==> config.mk <==
export PLATFORM = sky130hd
export DESIGN_NAME = fft_frame_ctrl
export DESIGN_NICKNAME = d
export VERILOG_FILES = /design/src/rtl/fft_frame_ctrl.sv
export SDC_FILE = /design/constraint.sdc
export NUM_CORES = 1
export LEC_CHECK = 0
export CORE_ASPECT_RATIO = 1.5
export CORE_MARGIN = 3
export CORE_UTILIZATION = 48
export DETAILED_ROUTE_END_ITERATION = 8
export PLACE_DENSITY = 0.81
export SYNTH_ARGS = -nofsm -noshare
export SYNTH_HDL_FRONTEND = slang
export SYNTH_SLANG_ARGS = --single-unit
==> constraint.sdc <==
create_clock -name i_clk -period 2.4 [get_ports i_clk]
set_input_delay 0.48 -clock i_clk [delete_from_list [all_inputs] [get_ports i_clk]]
set_output_delay 0.48 -clock i_clk [all_outputs]
set_load 0.02 [all_outputs]
==> src/rtl/fft_frame_ctrl.sv <==
// rtl/fft_frame_ctrl.sv - frames an audio sample stream into FFT input frames and indexes FFT output bins
module fft_frame_ctrl #(
  parameter int FRAME_LEN = 1024,
  parameter int DATA_W    = 16,
  parameter int CNT_W     = $clog2(FRAME_LEN)
) (
  input  logic              i_clk,
  input  logic              i_rst,
  input  logic              i_enable,
  input  logic              i_sample_valid,
  input  logic [DATA_W-1:0] i_sample,
  output logic              o_sink_valid,
  output logic              o_sink_sop,
  output logic              o_sink_eop,
  output logic [DATA_W-1:0] o_sink_real,
  input  logic              i_sink_ready,
  input  logic              i_source_valid,
  input  logic              i_source_sop,
  input  logic              i_source_eop,
  output logic              o_bin_valid,
  output logic [CNT_W-1:0]  o_bin_idx,
  output logic              o_frame_done,
  output logic              o_overflow,
  output logic              o_busy
);

  typedef enum logic [1:0] {IDLE, FILL, WAIT_OUT} state_t;

  localparam logic [CNT_W-1:0] LAST_IDX = CNT_W'(FRAME_LEN - 1);

  state_t              state_q;
  logic                full_q;
  logic [DATA_W-1:0]   hold_q;
  logic [CNT_W-1:0]    in_cnt_q, in_cnt_d;
  logic [CNT_W-1:0]    out_cnt_q, out_cnt_d;
  logic                overflow_q;
  logic                frame_done_q;

  logic                xfer;
  logic                last_beat;
  logic [CNT_W-1:0]    bin_idx;

  assign xfer      = full_q & i_sink_ready;
  assign last_beat = xfer & (in_cnt_q == LAST_IDX);
  assign bin_idx   = i_source_sop ? '0 : out_cnt_q;

  always_comb begin
    in_cnt_d  = in_cnt_q;
    out_cnt_d = out_cnt_q;
    if (state_q == FILL && xfer) begin
      in_cnt_d = last_beat ? '0 : in_cnt_q + CNT_W'(1);
    end
    // Output beats only advance the bin counter while a frame's results are expected
    if (state_q == WAIT_OUT && i_source_valid) begin
      out_cnt_d = i_source_eop ? '0 : bin_idx + CNT_W'(1);
    end
  end

  always_ff @(posedge i_clk) begin
    if (i_rst) begin
      state_q      <= IDLE;
      full_q       <= 1'b0;
      hold_q       <= '0;
      in_cnt_q     <= '0;
      out_cnt_q    <= '0;
      overflow_q   <= 1'b0;
      frame_done_q <= 1'b0;
    end else begin
      frame_done_q <= 1'b0;
      in_cnt_q     <= in_cnt_d;
      out_cnt_q    <= out_cnt_d;
      case (state_q)
        IDLE: begin
          if (i_enable && i_sample_valid) begin
            state_q <= FILL;
            full_q  <= 1'b1;
            hold_q  <= i_sample;
          end
        end
        FILL: begin
          // A sample arriving alongside the final beat belongs to no frame and is discarded
          if (last_beat) begin
            full_q  <= 1'b0;
            state_q <= WAIT_OUT;
          end else if (i_sample_valid && (!full_q || xfer)) begin
            full_q <= 1'b1;
            hold_q <= i_sample;
          end else begin
            if (xfer) begin
              full_q <= 1'b0;
            end
            if (i_sample_valid) begin
              overflow_q <= 1'b1;
            end
          end
        end
        WAIT_OUT: begin
          if (i_source_valid && i_source_eop) begin
            frame_done_q <= 1'b1;
            state_q      <= i_enable ? FILL : IDLE;
          end
        end
        default: state_q <= IDLE;
      endcase
    end
  end

  assign o_sink_valid = full_q;
  assign o_sink_sop   = full_q & (in_cnt_q == '0);
  assign o_sink_eop   = full_q & (in_cnt_q == LAST_IDX);
  assign o_sink_real  = hold_q;
  assign o_bin_valid  = i_source_valid;
  assign o_bin_idx    = bin_idx;
  assign o_frame_done = frame_done_q;
  assign o_overflow   = overflow_q;
  assign o_busy       = (state_q != IDLE);

endmodule

-- Yosys cells after proc, flatten, opt, wreduce, memory -nomap -nowiden
Index checks and enable logic that the tools add are counted.
- bits in registers: 41
- output and inout port bits: 33
- multiplexer cells: 18
- eq/ne operators: 9
- $add $sub $neg: 2
- bitwise logic cells: 7
- reductions and logical operators: 16
- operators by type and width (kind ; count):
    2-to-1 mux 16 bit ; 3
    case mux 16 bit (2 select lines) ; 1
    2-to-1 mux 10 bit ; 3
    adder 10 x 1 -> 10 bit (second input constant) ; 2
    == test 10 bit (second input constant) ; 1
    logical NOT 10 bit ; 1
    AND reduction 4 bit ; 2
    2-to-1 mux 1 bit ; 6
    2-to-1 mux 2 bit ; 3
    != test 2 bit (second input constant) ; 3
    case mux 2 bit (3 select lines) ; 1
    AND reduction 3 bit ; 2
    logical AND 1 bit ; 5
    bitwise AND 1 bit ; 4
    != test 2 x 1 -> 1 bit (second input constant) ; 2
    != test 4 x 3 -> 1 bit (second input constant) ; 1
    nonzero test 2 bit ; 2
    inverter 1 bit ; 3
    == test 2 x 1 -> 1 bit (second input constant) ; 1
    == test 2 bit (second input constant) ; 1
    logical NOT 2 bit ; 1
    case mux 1 bit (2 select lines) ; 1
    OR reduction 2 bit ; 1
    logical NOT 1 bit ; 1
    logical OR 1 bit ; 1

-- Longest topological paths before layout
Gate-level depths: netlist of the first run.
- word-level depth: 6
- gate-level depth with buffers: 8
- mapped depth without buffers: 6

-- Worst setup path after synthesis of the first run
OpenSTA, ideal clock, no wires.
- path type: flip-flop to output port
- start point: register full_q, in the netlist o_sink_valid
- end point: output o_sink_sop
- setup slack: -7 ps
- data required time: 1920 ps
- arrival time: 1927 ps
- stages on the path, launching flop included: 4
- cells stage by stage: dfxtp_1 inv_1 or4b_2 nor4_1
- word-level cells in the longest chain between the ends: 1
- RTL lines (element ; RTL line ; source):
    from (decl) ; 32 ; logic full_q;
    from (signal assigned) ; 62 ; full_q <= 1'b0;
    from (signal assigned) ; 76 ; full_q <= 1'b1;
    from (signal assigned) ; 83 ; full_q <= 1'b0;
    bitwise AND 1 bit ; 109 ; assign o_sink_sop = full_q & (in_cnt_q == '0);
    to (decl) ; 13 ; output logic o_sink_sop,
Every way passes these cells.

-- Worst setup path in the final report of the first run
- start point: input i_source_sop
- end point: output o_bin_idx[3]
- word-level cells in the longest chain between the ends: 1
- RTL lines (element ; RTL line ; source):
    from (decl) ; 18 ; input logic i_source_sop,
    2-to-1 mux 10 bit ; 45 ; assign bin_idx = i_source_sop ? '0 : out_cnt_q;
    to (decl) ; 21 ; output logic [CNT_W-1:0] o_bin_idx,
Every way passes these cells.

==> results of run 1 <==
## synth_stat cells (2+ instances only)
cell type / number
dfxtp_1: 41
nand2b_1: 33
mux2i_1: 16
nor2_1: 16
nand2_1: 15
nor2b_1: 13
a21oi_1: 12
clkbuf_1: 8
nand3_1: 7
a31oi_1: 5
nand4_1: 5
o21ai_0: 5
xor2_1: 5
xnor2_1: 4
and4b_1: 3
buf_6: 3
ha_1: 3
inv_1: 3
nand3b_1: 3
nor3_1: 3
nor4_1: 3
o211ai_1: 3
or4_1: 3
a22oi_1: 2
and3_1: 2
and4_1: 2
nand4b_1: 2
nor3b_1: 2
or2_2: 2
or3_1: 2
## layout make-up
| cell class | instances | area share |
|---|---|---|
| inverters | 3 | 0.00393 |
| well taps | 45 | 0.0197 |
| flip-flops and latches | 41 | 0.286 |
| repair buffers | 72 | 0.239 |
| multi-input cells | 180 | 0.416 |
| clock inverters | 1 | 0.00175 |
| clock buffers | 7 | 0.0336 |
## worst paths after layout
kind                                     from                     endpoint  cells past startpoint
setup / recovery                 i_source_sop                 o_bin_idx[3]                      3
hold / removal    o_sink_real[1]$_SDFFE_PP0P_  o_sink_real[1]$_SDFFE_PP0P_                      2
setup reg to reg     in_cnt_q[0]$_SDFFE_PP0P_  o_sink_real[0]$_SDFFE_PP0P_                      8
hold reg to reg   o_sink_real[1]$_SDFFE_PP0P_  o_sink_real[1]$_SDFFE_PP0P_                      2
## sequential cells by signal, indices dropped and copies added (netlist names)
name	cells
o_sink_real	16
in_cnt_q	10
out_cnt_q	10
state_q	2
o_frame_done	1
o_overflow	1
o_sink_valid	1
## metrics by stage
stage,util,area [um2]
after CTS,0.699,2870
after detailed placement,0.676,2770
after floorplan,-,2120
after global routing,0.699,2870
after global placement,0.676,2770
final,0.699,2870
## kinds of logic after synthesis
| kind of cell | after synthesis | synth area share |
|---|---|---|
| compound gates | 30 | 0.0853 |
| xor+xnor | 9 | 0.0373 |
| fa+ha+maj | 3 | 0.0178 |
| buf+inv | 17 | 0.0504 |
| flops | 41 | 0.389 |
| mux | 16 | 0.0758 |
| simple gates | 122 | 0.345 |
## worst min-delay path, stage by stage, from the launching register on
cell and delay (ns):
dfxtp_1 0.31, nand2b_1 0.06, mux2i_1 0.06
## report_power, final
| group | internal [mW] | total, mW | switching (mW) |
|---|---|---|---|
| combinational | 0.116 | 0.210 | 0.0932 |
| clock | 0.260 | 0.493 | 0.233 |
| sequential | 0.699 | 0.711 | 0.0118 |
| total | 1.08 | 1.41 | 0.338 |
## repair_timing
| item | in CTS | in global routing |
|---|---|---|
| gates resized for setup | 9 | 5 |
| endpoints found under the hold margin | 0 | 0 |
| hold buffers | 0 | 0 |
| gates cloned | 0 | 0 |
| endpoints found under the setup margin | 8 | 3 |
## cells in the final DEF (no fill, tap or decap), types with 4 or more instances in the layout
master / n
a21oi_1: 12
a31oi_1: 5
buf_4: 15
clkbuf_8: 7
clkdlybuf4s50_1: 46
dfxtp_1: 41
dlygate4sd2_1: 7
mux2i_1: 16
nand2_1: 15
nand2b_1: 33
nand3_1: 7
nand4_1: 5
nor2_1: 16
nor2b_1: 13
o21ai_0: 5
xnor2_1: 4
xor2_1: 5
## per-layer routing
metal  share of wire  global-route usage  vias to the layer above  routed length, um
met1            0.40               0.208                      854               1920
met3           0.047              0.0504                       15                225
met5               0                   0                        -                  0
met4           0.022              0.0726                        0                107
met2            0.53               0.353                       50               2540
li1                -                   -                      953                  -
==> impl_metrics.py, run 1 <==
metrics = {
    "placement": {
        "io_buffers": 56,
        "dp_slack_ns": -0.0924,
        "dp_hpwl_mm": 3.58,
        "place_inst": 341,
        "gp_congestion": 0.862,
    },
    "synthesis": {
        "synthCells": 238,
        "ys_top_cells_by_area": "dfxtp_1 39%, nand2b_1 9.8%, mux2i_1 7.6%",
        "synth_top_area_share": 0.389,
        "netlist_area_um2": 2110,
        "synth_warnings": 0,
        "synth-seq-cells": 41,
        "syn_nets": 265,
        "synth.largest_area_cell": "dfxtp_1",
        "avgSynthCellArea_um2": 8.87,
        "ys.flop_type": "dfxtp_1",
        "synth_cell_types": 42,
        "synth_edf_count": 0,
        "synthArstFlopShare": 0,
        "yosysSeqAreaShare": 0.389,
    },
    "critical_path": {
        "cp_slowest_cell": "clkdlybuf4s50_1",
        "cpPeakStageDelay_ns": 0.62,
        "crit_path_end_kind": "output port",
        "arrival_ns": 1.81,
        "startpoint_type": "input pin",
        "required_ns": 1.92,
        "critical_path.max_fanout": 8,
        "worstSetupPathType": "input pin to output port",
        "r2r_slack_ns": 0.44,
        "worst_path_most_repeated_cell": "clkdlybuf4s50_1",
        "crit_chain": "clkdlybuf4s50_1 > nor2b_1 > clkdlybuf4s50_1",
        "path_delay_family": "buffers and inverters",
        "worst-path-buf-inv": 2,
    },
    "floorplan": {
        "die_x_um": 60.2,
        "initial_utilization": 0.515,
        "die_h_um": 87.2,
        "io_pins": 57,
        "dieArea_um2": 5250,
        "rows": 28,
        "coreArea_um2": 4100,
    },
    "detailed_routing": {
        "vias_per_cell": 5.36,
        "antenna_left": 0,
        "firstDrtPassIters": 4,
        "wl_mm": 4.79,
        "drcViolationCount": 0,
        "drt_iter0_drc": 61,
        "wire_per_inst_um": 13.7,
        "vias": 1872,
    },
    "sta": {
        "drv_slew": 0,
        "max_freq_ghz": 0.436,
        "layout_min_cycle_time_ns": 2.29,
        "rsz0062_at_grt": "false",
        "worstMarginPinSlew_ns": 0.541,
        "fin_crit_sh": 0.956,
        "setup-tns-final_ns": 0,
        "fin_worst_skew_ns": 0.00341,
        "timing.slew.headroom": 0.638,
        "fin_ws_ns": 0.106,
        "finalSetupViolCount": 0,
        "whs_ns": 0.476,
        "hold_violations": 0,
    },
    "clock_tree": {
        "cts.clk_slew.worst_paths_ns": 0.08,
        "numClockSinks": 41,
        "cts_buffers": 5,
        "h-tree-depth": 2,
        "cts_tree": "built",
        "worstSkewPairLatency_ns": 0.29,
        "clockBufferDepth": 2,
        "post_cts_buffers": 0,
        "cts_root_buf": "clkbuf_8",
    },
    "grt": {
        "groute.usage.overall": 0.195,
        "grt_pass1_vias": 1827,
        "antenna_found_initial": 0,
        "grt_max_degree": 27,
        "grt_overflow": 0,
        "grt_pass1_wl_mm": 7.91,
    },
    "final_layout": {
        "multi_input_area_um2": 1190,
        "antenna_cells": 0,
        "seq_area_um2": 821,
        "syn_to_final_growth_pct": 35.7,
        "final_layout_size_suffix_gt1_frac": 0.102,
        "nets": 330,
        "layoutNonFillerInstCount": 349,
        "fillers": 323,
    },
    "job": {
        "maxCapViolations": 0,
    },
    "power_and_ir_drop": {
        "total_power_mw": 1.41,
        "leakage_nw": 1.14,
        "powerDensity_nw_per_um2": 494,
        "ir_drop_uv": 497,
    },
    "worst_hold_path": {
        "hold_path_class": "flip-flop to flip-flop",
    },
    "run_status": {
        "status": "finished clean",
    },
}
Power figures use the tool's default switching activity.
==> run 2, diff against run 1 <==
--- a/config.mk
+++ b/config.mk
@@ -6,7 +6,6 @@
 export NUM_CORES = 1
 export LEC_CHECK = 0
 export CORE_ASPECT_RATIO = 1.5
-export CORE_MARGIN = 3
 export CORE_UTILIZATION = 48
 export DETAILED_ROUTE_END_ITERATION = 8
 export PLACE_DENSITY = 0.81
==> run 2 against run 1 <==
Compared with the run above:
- sequential share of layout area shrank 0.70 points
- total power grew 6.4%
- routed wire length shrank 1.5%
- core utilization shrank 0.13 points
- non-clock buffer count grew 5
- count of clock-buffer cells in the layout shrank 1
- flip-flop and latch count is the same
- fmax shrank 2.0%
- die area shrank 11%
- via count grew 2.1%
- critical endpoint is now o_bin_idx[0]
- largest cell class unchanged
- highest routed layer unchanged
==> impl_metrics.py, run 2 (synthesis results as in run 1) <==
metrics = {
    "detailed_routing": {
        "antenna_left": 0,
        "vias_per_cell": 5.39,
        "vias": 1912,
        "drcViolationCount": 0,
        "wl_mm": 4.72,
        "drt_iter0_drc": 86,
        "wire_per_inst_um": 13.3,
        "firstDrtPassIters": 4,
    },
    "clock_tree": {
        "cts-hold-fix-buffers": 0,
        "clockBufferDepth": 2,
        "cts_tree": "built",
        "cts_buffers": 5,
        "worstSkewPairLatency_ns": 0.29,
        "h-tree-depth": 2,
        "numClockSinks": 41,
        "cts.clk_slew.worst_paths_ns": 0.08,
        "cts_resized": 4,
        "cts_root_buf": "clkbuf_8",
        "post_cts_buffers": 0,
    },
    "floorplan": {
        "dieArea_um2": 4670,
        "die_h_um": 83.2,
        "rows": 29,
        "io_pins": 57,
        "initial_utilization": 0.502,
        "coreArea_um2": 4210,
        "die_x_um": 56.2,
    },
    "final_layout": {
        "seq_area_um2": 821,
        "final_layout_size_suffix_gt1_frac": 0.117,
        "fillers": 342,
        "final_common_cell": "clkdlybuf4s50_1",
        "layoutNonFillerInstCount": 355,
        "layout_common_cells": "48 x clkdlybuf4s50_1, 41 x dfxtp_1, 33 x nand2b_1, 20 x buf_4",
        "post-route-util": 0.698,
        "syn_to_final_growth_pct": 39.0,
        "largest_reg_flops": 16,
        "antenna_cells": 0,
        "multi_input_area_um2": 1190,
        "final_cell_area_um2": 2940,
        "nets": 335,
    },
    "grt": {
        "grt_overflow": 0,
        "groute.usage.overall": 0.205,
        "grt_pass1_vias": 1726,
        "antenna_found_initial": 0,
        "grt_pass1_wl_mm": 7.59,
        "grt_max_degree": 22,
    },
    "sta": {
        "layout_min_cycle_time_ns": 2.34,
        "fin_crit_sh": 0.975,
        "max_freq_ghz": 0.427,
        "rsz0062_at_grt": "true",
        "drv_slew": 0,
        "finalSetupViolCount": 0,
        "whs_ns": 0.474,
        "worstMarginPinSlew_ns": 0.541,
        "fin_worst_skew_ns": 0.00705,
        "timing.slew.headroom": 0.639,
        "hold_violations": 0,
    },
    "worst_hold_path": {
        "hold_path_class": "flip-flop to flip-flop",
    },
    "critical_path": {
        "cpPeakStageDelay_ns": 0.59,
        "path_delay_family": "buffers and inverters",
        "required_ns": 1.92,
        "cp_slowest_cell": "clkdlybuf4s50_1",
        "arrival_ns": 1.86,
        "startpoint_type": "input pin",
        "worstSetupPathType": "input pin to output port",
        "crit_chain": "clkdlybuf4s50_1 > nor2b_1 > buf_4 > clkdlybuf4s50_1",
        "worst_path_most_repeated_cell": "clkdlybuf4s50_1",
        "worst-path-buf-inv": 3,
        "critical_path.max_fanout": 5,
        "crit_path_end_kind": "output port",
    },
    "run_status": {
        "status": "finished clean",
    },
    "placement": {
        "dpl-instance-area_um2": 2810,
        "dp_hpwl_mm": 3.44,
        "gp_congestion": 0.834,
        "place_inst": 347,
        "io_buffers": 56,
    },
    "power_and_ir_drop": {
        "combPwrFrac": 0.142,
        "powerDensity_nw_per_um2": 512,
        "p_clk_frac": 0.385,
        "p_int_mw": 1.16,
        "switchingPower_uw": 349,
        "netSwitchingFraction": 0.232,
        "leakage_nw": 1.20,
        "total_power_mw": 1.50,
        "seqPwrFrac": 0.472,
        "ir_drop_uv": 513,
    },
    "job": {
        "maxCapViolations": 0,
    },
}
run 2: cell types whose count changed in the layout (fill, tap and decap cells not counted), sizes merged:
| cell | delta |
|---|---|
| dlygate4sd2 | -5 |
| buf | +4 |
| dlymetal6s2s | +3 |
| clkdlybuf4s50 | +2 |
| bufinv | +1 |
| clkinv | -1 |
| clkinvlp | +1 |
run 2: worst paths after layout:
check,start,end,slack [ns],depth (start not counted)
worst min-delay path,o_sink_real[6]$_SDFFE_PP0P_,o_sink_real[6]$_SDFFE_PP0P_,0.47,2
worst max register to register,in_cnt_q[0]$_SDFFE_PP0P_,o_sink_real[7]$_SDFFE_PP0P_,0.43,8
worst max-delay path,i_source_sop,o_bin_idx[0],0.06,4
worst min register to register,o_sink_real[6]$_SDFFE_PP0P_,o_sink_real[6]$_SDFFE_PP0P_,0.47,2
run 2: power by group through the flow:
stage	Combinational, mW	Clock (mW)	Sequential, mW
floorplan	0.0907	0	0.748
global placement	0.212	0	0.726
detailed placement	0.216	0	0.727
CTS	0.216	0.594	0.711
global route	0.227	0.620	0.714
finish	0.214	0.580	0.711
run 2: metrics by stage:
step	setup TNS (ns)	setup WS [ns]
finish	0	0.0600
global route	-0.0317	-0.0207
CTS	-0.0449	-0.0449
detailed placement	-0.0305	-0.0210
global placement	-0.00315	-0.00315
floorplan	0	0.0969
run 2: layer usage:
metal / track usage / vias to the layer above / wire, um
met3: 0.0483 / 9 / 161
li1: - / 963 / -
met5: 0 / - / 0
met4: 0.0820 / 0 / 99
met1: 0.209 / 900 / 1990
met2: 0.390 / 40 / 2470
run 2: area by class of cell:
cell class	count	share of cell area
Tap cell	46	0.0196
Timing Repair Buffer	77	0.251
Clock buffer	6	0.0281
Sequential cell	41	0.280
Inverter	3	0.00383
Multi-Input combinational cell	180	0.406
Clock inverter	2	0.0128
run 2: worst reg2reg max path: cells and delay by family (launching register included):
kind          cells  cell delay, ns
buf+inv           3            0.60
simple gates      3            0.52
flops             1            0.32
mux               1            0.24
fa+ha+maj         1            0.22
